===== config.mk =====
export PLATFORM = sky130hd
export DESIGN_NAME = branch_resolve_unit
export DESIGN_NICKNAME = d
export VERILOG_FILES = /design/src/rtl/branch_resolve_unit.sv
export SDC_FILE = /design/constraint.sdc
export NUM_CORES = 1
export LEC_CHECK = 0
export CORE_MARGIN = 2
export CORE_UTILIZATION = 32
export CTS_BUF_LIST = sky130_fd_sc_hd__clkbuf_4 sky130_fd_sc_hd__clkbuf_8
export CTS_CLUSTER_DIAMETER = 150
export DETAILED_ROUTE_END_ITERATION = 10
export PLACE_DENSITY = 0.95
export SLEW_MARGIN = 0
export SYNTH_ARGS = -nofsm -noshare
export SYNTH_HDL_FRONTEND = slang
export SYNTH_SLANG_ARGS = --single-unit

===== constraint.sdc =====
create_clock -name clk -period 3.8 [get_ports clk]
set_input_delay 0.95 -clock clk [delete_from_list [all_inputs] [get_ports clk]]
set_output_delay 0.95 -clock clk [all_outputs]
set_load 0.005 [all_outputs]

===== src/rtl/branch_resolve_unit.sv =====
// branch_resolve_unit: sequential branch resolver.
// A branch request (PC, compare op, predicted direction) is latched in IDLE and
// held in WAIT until forwarded operands are valid. The compare result is then
// registered together with a mispredict flag and strobed for one cycle in DONE.
// Optional feature macro: BRANCH_PRED_BHT_EN. When it is defined, a per-PC table
// of 2-bit saturating counters is trained on every committed resolution and
// read combinationally by the fetch stage. When it is undefined there is no
// table and lk_taken is tied low; the port list is the same in both builds.
module branch_resolve_unit #(
  parameter int WIDTH     = 32,
  parameter int PC_W      = 32,
  parameter int BHT_DEPTH = 64
) (
  input  logic             clk,
  input  logic             reset,
  input  logic             req_valid,
  output logic             req_ready,
  input  logic [PC_W-1:0]  req_pc,
  input  logic [2:0]       req_op,
  input  logic             req_pred,
  input  logic             opnd_ready,
  input  logic [WIDTH-1:0] rd1,
  input  logic [WIDTH-1:0] rd2,
  input  logic             flush,
  output logic             res_valid,
  output logic             res_taken,
  output logic             res_mispredict,
  input  logic [PC_W-1:0]  lk_pc,
  output logic             lk_taken
);

  localparam int IDX_W = (BHT_DEPTH > 1) ? $clog2(BHT_DEPTH) : 1;

  // Compare op encoding shared with the control decoder.
  localparam logic [2:0] OP_EQ  = 3'd0;
  localparam logic [2:0] OP_NE  = 3'd1;
  localparam logic [2:0] OP_GEZ = 3'd2;
  localparam logic [2:0] OP_GTZ = 3'd3;
  localparam logic [2:0] OP_LEZ = 3'd4;
  localparam logic [2:0] OP_LTZ = 3'd5;
  localparam logic [2:0] OP_LT  = 3'd6;
  localparam logic [2:0] OP_LTU = 3'd7;

  typedef enum logic [1:0] {
    ST_IDLE = 2'd0,
    ST_WAIT = 2'd1,
    ST_DONE = 2'd2
  } state_e;

  state_e            state_q;
  logic [PC_W-1:0]   pc_q;
  logic [2:0]        op_q;
  logic              pred_q;
  logic              res_valid_q;
  logic              res_taken_q;
  logic              res_mispredict_q;

  logic              accept_s;
  logic              commit_s;
  logic              cmp_taken_s;
  logic              unused_s;

  // Zero tests use the sign bit plus an all-zero detect; lt/ltu are plain
  // WIDTH-bit signed/unsigned magnitude compares.
  function automatic logic branch_compare(input logic [2:0]       op,
                                          input logic [WIDTH-1:0] a,
                                          input logic [WIDTH-1:0] b);
    logic a_zero;
    logic a_neg;
    logic r;
    a_zero = (a == {WIDTH{1'b0}});
    a_neg  = a[WIDTH-1];
    case (op)
      OP_EQ:   r = (a == b);
      OP_NE:   r = (a != b);
      OP_GEZ:  r = ~a_neg;
      OP_GTZ:  r = ~a_neg & ~a_zero;
      OP_LEZ:  r = a_neg | a_zero;
      OP_LTZ:  r = a_neg;
      OP_LT:   r = ($signed(a) < $signed(b));
      OP_LTU:  r = (a < b);
      default: r = 1'b0;
    endcase
    return r;
  endfunction

  assign cmp_taken_s = branch_compare(op_q, rd1, rd2);
  assign accept_s    = (state_q == ST_IDLE) & req_valid & ~flush;
  assign commit_s    = (state_q == ST_DONE) & ~flush;

  assign req_ready      = (state_q == ST_IDLE) & ~flush;
  assign res_valid      = res_valid_q & ~flush;
  assign res_taken      = res_taken_q;
  assign res_mispredict = res_mispredict_q;

  // Request FSM: latch the branch, wait for operands, register the result.
  always_ff @(posedge clk or negedge reset) begin
    if (!reset) begin
      state_q          <= ST_IDLE;
      pc_q             <= {PC_W{1'b0}};
      op_q             <= 3'd0;
      pred_q           <= 1'b0;
      res_valid_q      <= 1'b0;
      res_taken_q      <= 1'b0;
      res_mispredict_q <= 1'b0;
    end else begin
      res_valid_q <= 1'b0;
      case (state_q)
        ST_IDLE: begin
          if (accept_s) begin
            pc_q    <= req_pc;
            op_q    <= req_op;
            pred_q  <= req_pred;
            state_q <= ST_WAIT;
          end else begin
            state_q <= ST_IDLE;
          end
        end
        ST_WAIT: begin
          if (flush) begin
            state_q <= ST_IDLE;
          end else if (opnd_ready) begin
            res_taken_q      <= cmp_taken_s;
            res_mispredict_q <= cmp_taken_s ^ pred_q;
            res_valid_q      <= 1'b1;
            state_q          <= ST_DONE;
          end else begin
            state_q <= ST_WAIT;
          end
        end
        ST_DONE: begin
          state_q <= ST_IDLE;
        end
        default: begin
          state_q <= ST_IDLE;
        end
      endcase
    end
  end

`ifdef BRANCH_PRED_BHT_EN
  logic [1:0]       bht_q [BHT_DEPTH];
  logic [1:0]       bht_d;
  logic [IDX_W-1:0] upd_idx_s;
  logic [IDX_W-1:0] lk_idx_s;

  // Two-bit saturating counter step toward the resolved direction.
  function automatic logic [1:0] counter_step(input logic [1:0] cnt,
                                              input logic       taken);
    logic [1:0] n;
    if (taken) begin
      n = (cnt == 2'd3) ? 2'd3 : cnt + 2'd1;
    end else begin
      n = (cnt == 2'd0) ? 2'd0 : cnt - 2'd1;
    end
    return n;
  endfunction

  assign upd_idx_s = pc_q[IDX_W+1:2];
  assign lk_idx_s  = lk_pc[IDX_W+1:2];

  // Next value of the counter addressed by the branch now in DONE.
  always_comb begin
    bht_d = counter_step(bht_q[upd_idx_s], res_taken_q);
  end

  // Counter table: reset to weakly not-taken, trained on unflushed DONE exit.
  always_ff @(posedge clk or negedge reset) begin
    if (!reset) begin
      for (int i = 0; i < BHT_DEPTH; i++) begin
        bht_q[i] <= 2'b01;
      end
    end else if (commit_s) begin
      bht_q[upd_idx_s] <= bht_d;
    end else begin
      bht_q[upd_idx_s] <= bht_q[upd_idx_s];
    end
  end

  // Lookup reads the stored array, so a same-cycle update is not visible yet.
  assign lk_taken = bht_q[lk_idx_s][1];
`else
  assign lk_taken = 1'b0;
`endif

  // PC bits outside the table index (or all of them without the table) are
  // intentionally unused.
  assign unused_s = ^{lk_pc, pc_q, commit_s};

endmodule


; ---- Yosys cells after proc, flatten, opt, wreduce, memory -nomap -nowiden
; Index checks and enable logic that the tools add are counted.
[totals]
ff_bits = 9
inputBits = 137
output_inout_bits = 5
wordCells = 41
[op_classes]
muxes = 8
magnitude_cmp = 2
reduce_logical = 5
n_eq_ne = 10
bitwise_logic = 10
[ops]
columns = op, count
row1 = 32-bit < comparator, 2
row2 = 32-bit == test, 1
row3 = 32-bit logical NOT, 1
row4 = 32-bit inequality test, 1
row5 = "3-bit == test, second input constant", 4
row6 = 1-bit one-hot mux with 8 select lines, 1
row7 = "3-bit by 2-bit == test with 1-bit output, second input constant", 2
row8 = 1-bit AND, 5
row9 = 1-bit two-way mux, 4
row10 = 2-bit two-way mux, 2
row11 = 2-bit one-hot mux with 2 select lines, 1
row12 = "3-bit by 1-bit == test with 1-bit output, second input constant", 1
row13 = 3-bit logical NOT, 1
row14 = 1-bit NOT, 3
row15 = 3-bit AND reduction, 1
row16 = "2-bit by 1-bit == test with 1-bit output, second input constant", 1
row17 = 2-bit logical NOT, 1
row18 = 2-bit AND reduction, 1
row19 = 1-bit OR, 1
row20 = 1-bit bitwise XOR, 1

; ---- Logic depth before layout (Yosys ltp)
[depth]
ltp_word = 5
mapped_depth = 9
ltp_nobuf = 9

; ---- Least setup slack after synthesis
; Ideal clock, no wire load.
[synth_path]
path_kind = input -> register
startpoint = input rd2[14]
endpoint = register res_mispredict_q (netlist: res_mispredict)
arrival_time_ns = 2.488
setup_ns = 0.124
setup_slack_ns = 1.188
path_buffers = 0
t_required_ns = 3.676
stages = 9
path_cell_list = inv_1 -> ha_1 -> a21oi_1 -> nand2_1 -> a221o_1 -> o31a_1 -> o21ai_0 -> mux2i_1 -> o21ai_1
[synth_via]
elab_chain_cells = 3
elab_cells_between_ends = 6
classes_between = order compare (2) / eq/ne (2) / mux (1) / bitwise (1)
[synth_rtl]
columns = item, line_no
row1 = from (decl), 23  ; input logic [WIDTH-1:0] rd2,
row2 = 32-bit < comparator (tied with other cells), 81  ; OP_LTU: r = (a < b);
row3 = 1-bit one-hot mux with 8 select lines *, 73  ; case (op)
row4 = 1-bit bitwise XOR *, 124  ; res_mispredict_q <= cmp_taken_s ^ pred_q;
row5 = to (signal assigned), 124
row6 = to (decl), 56  ; logic res_mispredict_q;
; Mark *: on every way between the ends. The rest lies on a longest branch, timed or not.
; A chain may end at the register's enable or synchronous reset.

; ---- Final worst setup path
[layout_path]
startpoint = input flush
endpoint = output req_ready
[layout_via]
elab_chain_cells = 2
[layout_rtl]
columns = item, line_no
row1 = from (decl), 24  ; input logic flush,
row2 = 1-bit NOT (no source line), --
row3 = 1-bit AND, 91  ; assign req_ready = (state_q == ST_IDLE) & ~flush;
row4 = to (decl), 17  ; output logic req_ready,
; Every way passes these cells.

==> impl_metrics.prom <==
# TYPE chip_impl_metric gauge
chip_impl_info{name="outcome",value="finished, final reports clean"} 1
chip_impl_metric{name="layout_worst_path_cycle_share",unit="%"} 83.0
chip_impl_metric{name="power.static_leakage",unit="nW"} 1.04
chip_impl_metric{name="clkLatencyLatePin",unit="ps"} 230
chip_impl_metric{name="start_util",unit="%"} 33.9
chip_impl_metric{name="floorplan.rows",unit=""} 23
chip_impl_metric{name="syn-cell-area",unit="µm²"} 1370
chip_impl_metric{name="clock.fmax",unit="MHz"} 317
chip_impl_metric{name="die_area",unit="µm²"} 4830
chip_impl_metric{name="netlist_instances",unit=""} 168
chip_impl_metric{name="io_buffer_count",unit=""} 76
chip_impl_metric{name="synth_simple_gate_area_share",unit="%"} 22.7
chip_impl_metric{name="grt_max_degree",unit=""} 10
chip_impl_metric{name="number_of_enable_flip_flop_cells_after_synthesis",unit=""} 0
chip_impl_metric{name="slew_headroom",unit="%"} 54.5
chip_impl_metric{name="fp.dieW",unit="µm"} 69.5
chip_impl_metric{name="route.detailed.vias_per_inst",unit=""} 5.03
chip_impl_metric{name="cts_max_level",unit=""} 1
chip_impl_info{name="cp-start-kind",value="input port"} 1
chip_impl_metric{name="clk_pin_slew",unit="ps"} 40
chip_impl_metric{name="route.detailed.drc",unit=""} 0
chip_impl_metric{name="post_route_cells_drive_above_1_share",unit="%"} 6.53
chip_impl_metric{name="wl_cell",unit="µm"} 12.7
chip_impl_metric{name="critical_path_peak_fanout",unit=""} 4
chip_impl_metric{name="layout-area-overhead-vs-synth",unit="%"} 61.0
chip_impl_metric{name="post_cts_hold_buffer_count",unit=""} 0
chip_impl_metric{name="placeableCoreArea",unit="µm²"} 4060
chip_impl_metric{name="drt.antenna.violating_nets",unit=""} 0
chip_impl_metric{name="tightestPinTransition",unit="ps"} 677
chip_impl_metric{name="post_synthesis_net_count",unit=""} 337
chip_impl_metric{name="layout_min_cycle_time",unit="ps"} 3160
chip_impl_metric{name="diode_count",unit=""} 0
chip_impl_metric{name="postSynthRegisterBits",unit=""} 8
chip_impl_metric{name="finalNetCount",unit=""} 416
chip_impl_info{name="layout.cells.most_common_list",value="clkdlybuf4s50_1 (76), inv_1 (34), ha_1 (32)"} 1
chip_impl_metric{name="postLayoutCoreUtil",unit="%"} 54.5
chip_impl_info{name="layout_commonest_cell",value="clkdlybuf4s50_1"} 1
chip_impl_info{name="cts_tree",value="done"} 1
chip_impl_metric{name="top_level_ports",unit=""} 142
chip_impl_metric{name="clock-sinks",unit=""} 8
chip_impl_metric{name="number_of_global_route_vias_before_repair",unit=""} 1514
chip_impl_metric{name="netlist-cell-type-count",unit=""} 37
chip_impl_metric{name="cap_viol_max_count",unit=""} 0
chip_impl_metric{name="globalplace.congestion",unit=""} 0.858
chip_impl_metric{name="dp.final_hpwl",unit="µm"} 3380
chip_impl_metric{name="synthXorXnorAreaFrac",unit="%"} 0
chip_impl_metric{name="syn_avg_cell_area",unit="µm²"} 8.18
chip_impl_metric{name="antenna_found_initial",unit=""} 0
chip_impl_metric{name="yosys.area_share.adder",unit="%"} 29.1
chip_impl_metric{name="cts_setup_buffers",unit=""} 0
chip_impl_metric{name="cellPowerDensity",unit="nW/µm²"} 212
chip_impl_metric{name="critical_path_required",unit="ps"} 2850
chip_impl_info{name="end_kind",value="primary output"} 1
chip_impl_info{name="cts.root.buffer_cell",value="clkbuf_8"} 1
chip_impl_metric{name="timing_max_transition_violations_final",unit=""} 0
chip_impl_info{name="dominant_combinational_cell_family_by_area_after_synthesis",value="adder cells"} 1
chip_impl_info{name="min_path_type",value="flip-flop to flip-flop"} 1
chip_impl_metric{name="async_flop_share",unit="%"} 100
chip_impl_metric{name="clock_skew",unit="ps"} 5.87
chip_impl_metric{name="route.final.wire_length",unit="µm"} 3740
chip_impl_metric{name="synth.yosys.seq_area_share",unit="%"} 14.6
chip_impl_metric{name="synth-warning-count",unit=""} 0
chip_impl_metric{name="cts_made_buffers",unit=""} 3
chip_impl_metric{name="setup_tns",unit="ps"} 0
chip_impl_metric{name="timing.final.hold_violations",unit=""} 0
chip_impl_metric{name="synth-compound-area-share",unit="%"} 16.3
chip_impl_metric{name="first_pass_iters",unit=""} 4
chip_impl_info{name="synth_flop_cell",value="dfrtp_1"} 1
chip_impl_metric{name="synth_mux_area_share",unit="%"} 5.83
chip_impl_info{name="grt_setup_unrepaired",value="no"} 1
chip_impl_metric{name="worstPathArrival",unit="ps"} 2210
chip_impl_metric{name="setup_violations",unit=""} 0
chip_impl_metric{name="gr-usage-all-layers",unit="%"} 15.5
chip_impl_metric{name="max-clock-path-buffers",unit=""} 2
chip_impl_metric{name="grt_overflow",unit=""} 0
chip_impl_metric{name="chipHeight",unit="µm"} 69.5
chip_impl_info{name="criticalPathCategory",value="input port to primary output"} 1
chip_impl_metric{name="cts_repair_resize_count",unit=""} 0
chip_impl_metric{name="via_count",unit=""} 1483
chip_impl_metric{name="drt_iter0_drc",unit=""} 34
chip_impl_metric{name="grt_first_pass_wirelength",unit="µm"} 6300
chip_impl_metric{name="worst_ir_drop_vdd",unit="mV"} 0.291
-- power by group --
part | total, mW | internal (mW) | switching (mW) | leakage, nW
clock | 0.100 | 0.0685 | 0.0316 | 0.0216
sequential | 0.126 | 0.105 | 0.0204 | 0.0968
combinational | 0.243 | 0.153 | 0.0906 | 0.920
-- cells in the mapped netlist, types with 2 or more instances --
cell type	instances	share of area, %
a221oi_1	2	1.3
or3_1	2	0.91
o31a_1	2	1.3
nor2b_1	3	1.4
nor3_1	5	1.8
nand4_2	3	2.7
nand3_1	5	1.8
mux2i_1	2	1.5
o21ai_0	3	1.1
nor2_1	3	0.82
inv_1	34	9.3
o211a_1	2	1.5
ha_1	32	29
nand2_1	8	2.2
o21ai_1	3	1.1
a21oi_1	13	4.7
dfrtp_1	8	15
nor4_1	9	4.1
mux2_2	4	3.3
nand4_1	8	3.6
-- critical path, cell delays in order --
cell	delay (ps)
clkdlybuf4s50_1	460
nor3_1	240
clkdlybuf4s50_1	550
-- routing by layer --
layer  wire length, µm  share of wire (%)  global-route usage, %  up-vias
met5                 0                  0                      0        -
met4                33               0.88                   2.40        0
met3               221                5.9                   3.34        4
met2              1920                 51                   29.7       43
met1              1560                 42                   17.6      661
li1                  -                  -                      -      775
-- logic make-up after synthesis --
family	after synthesis
other	1
and+or+nand+nor	51
AOI/OAI and AO/OA	33
muxes	7
buffers and inverters	36
adders and majority gates	32
DFF	8
-- per-stage QoR --
| stage | area [µm²] | power [mW] | hold slack [ps] | cells | worst slack (ps) |
|---|---|---|---|---|---|
| global route | 2210 | 0.510 | 509 | 295 | 547 |
| floorplan | 1370 | 0.249 | 445 | 168 | 1190 |
| global placement | 2170 | 0.363 | 466 | 292 | 563 |
| CTS | 2210 | 0.476 | 491 | 295 | 631 |
| finish | 2210 | 0.469 | 486 | 295 | 645 |
| detailed placement | 2170 | 0.371 | 487 | 292 | 557 |
-- state kept, by name, summed over array words and instances, names as in the netlist --
signal / count
pred_q: 1
op_q: 3
state_q: 1
res_taken: 1
res_valid_q: 1
res_mispredict: 1
-- path summary, 6_finish.rpt --
path / start / slack (ps) / depth (start not counted) / endpoint
setup / recovery: flush / 640 / 3 / req_ready
hold / removal: res_valid_q / 490 / 1 / state_q[0]
setup reg to reg: state_q[0] / 2330 / 5 / res_mispredict
hold reg to reg: res_valid_q / 490 / 1 / state_q[0]
max in group asynchronous: reset / 2550 / 1 / state_q[0]
min in group asynchronous: reset / 990 / 1 / res_mispredict
-- area by class of cell --
cell class / count / area, µm²
multi-input cells: 124 / 1020
clock buffers: 3 / 41.3
inverters: 34 / 128
fillers: 368 / 1850
repair buffers: 76 / 761
flip-flops and latches: 8 / 200
well taps: 50 / 62.6
(Power assumes the default switching activity.)
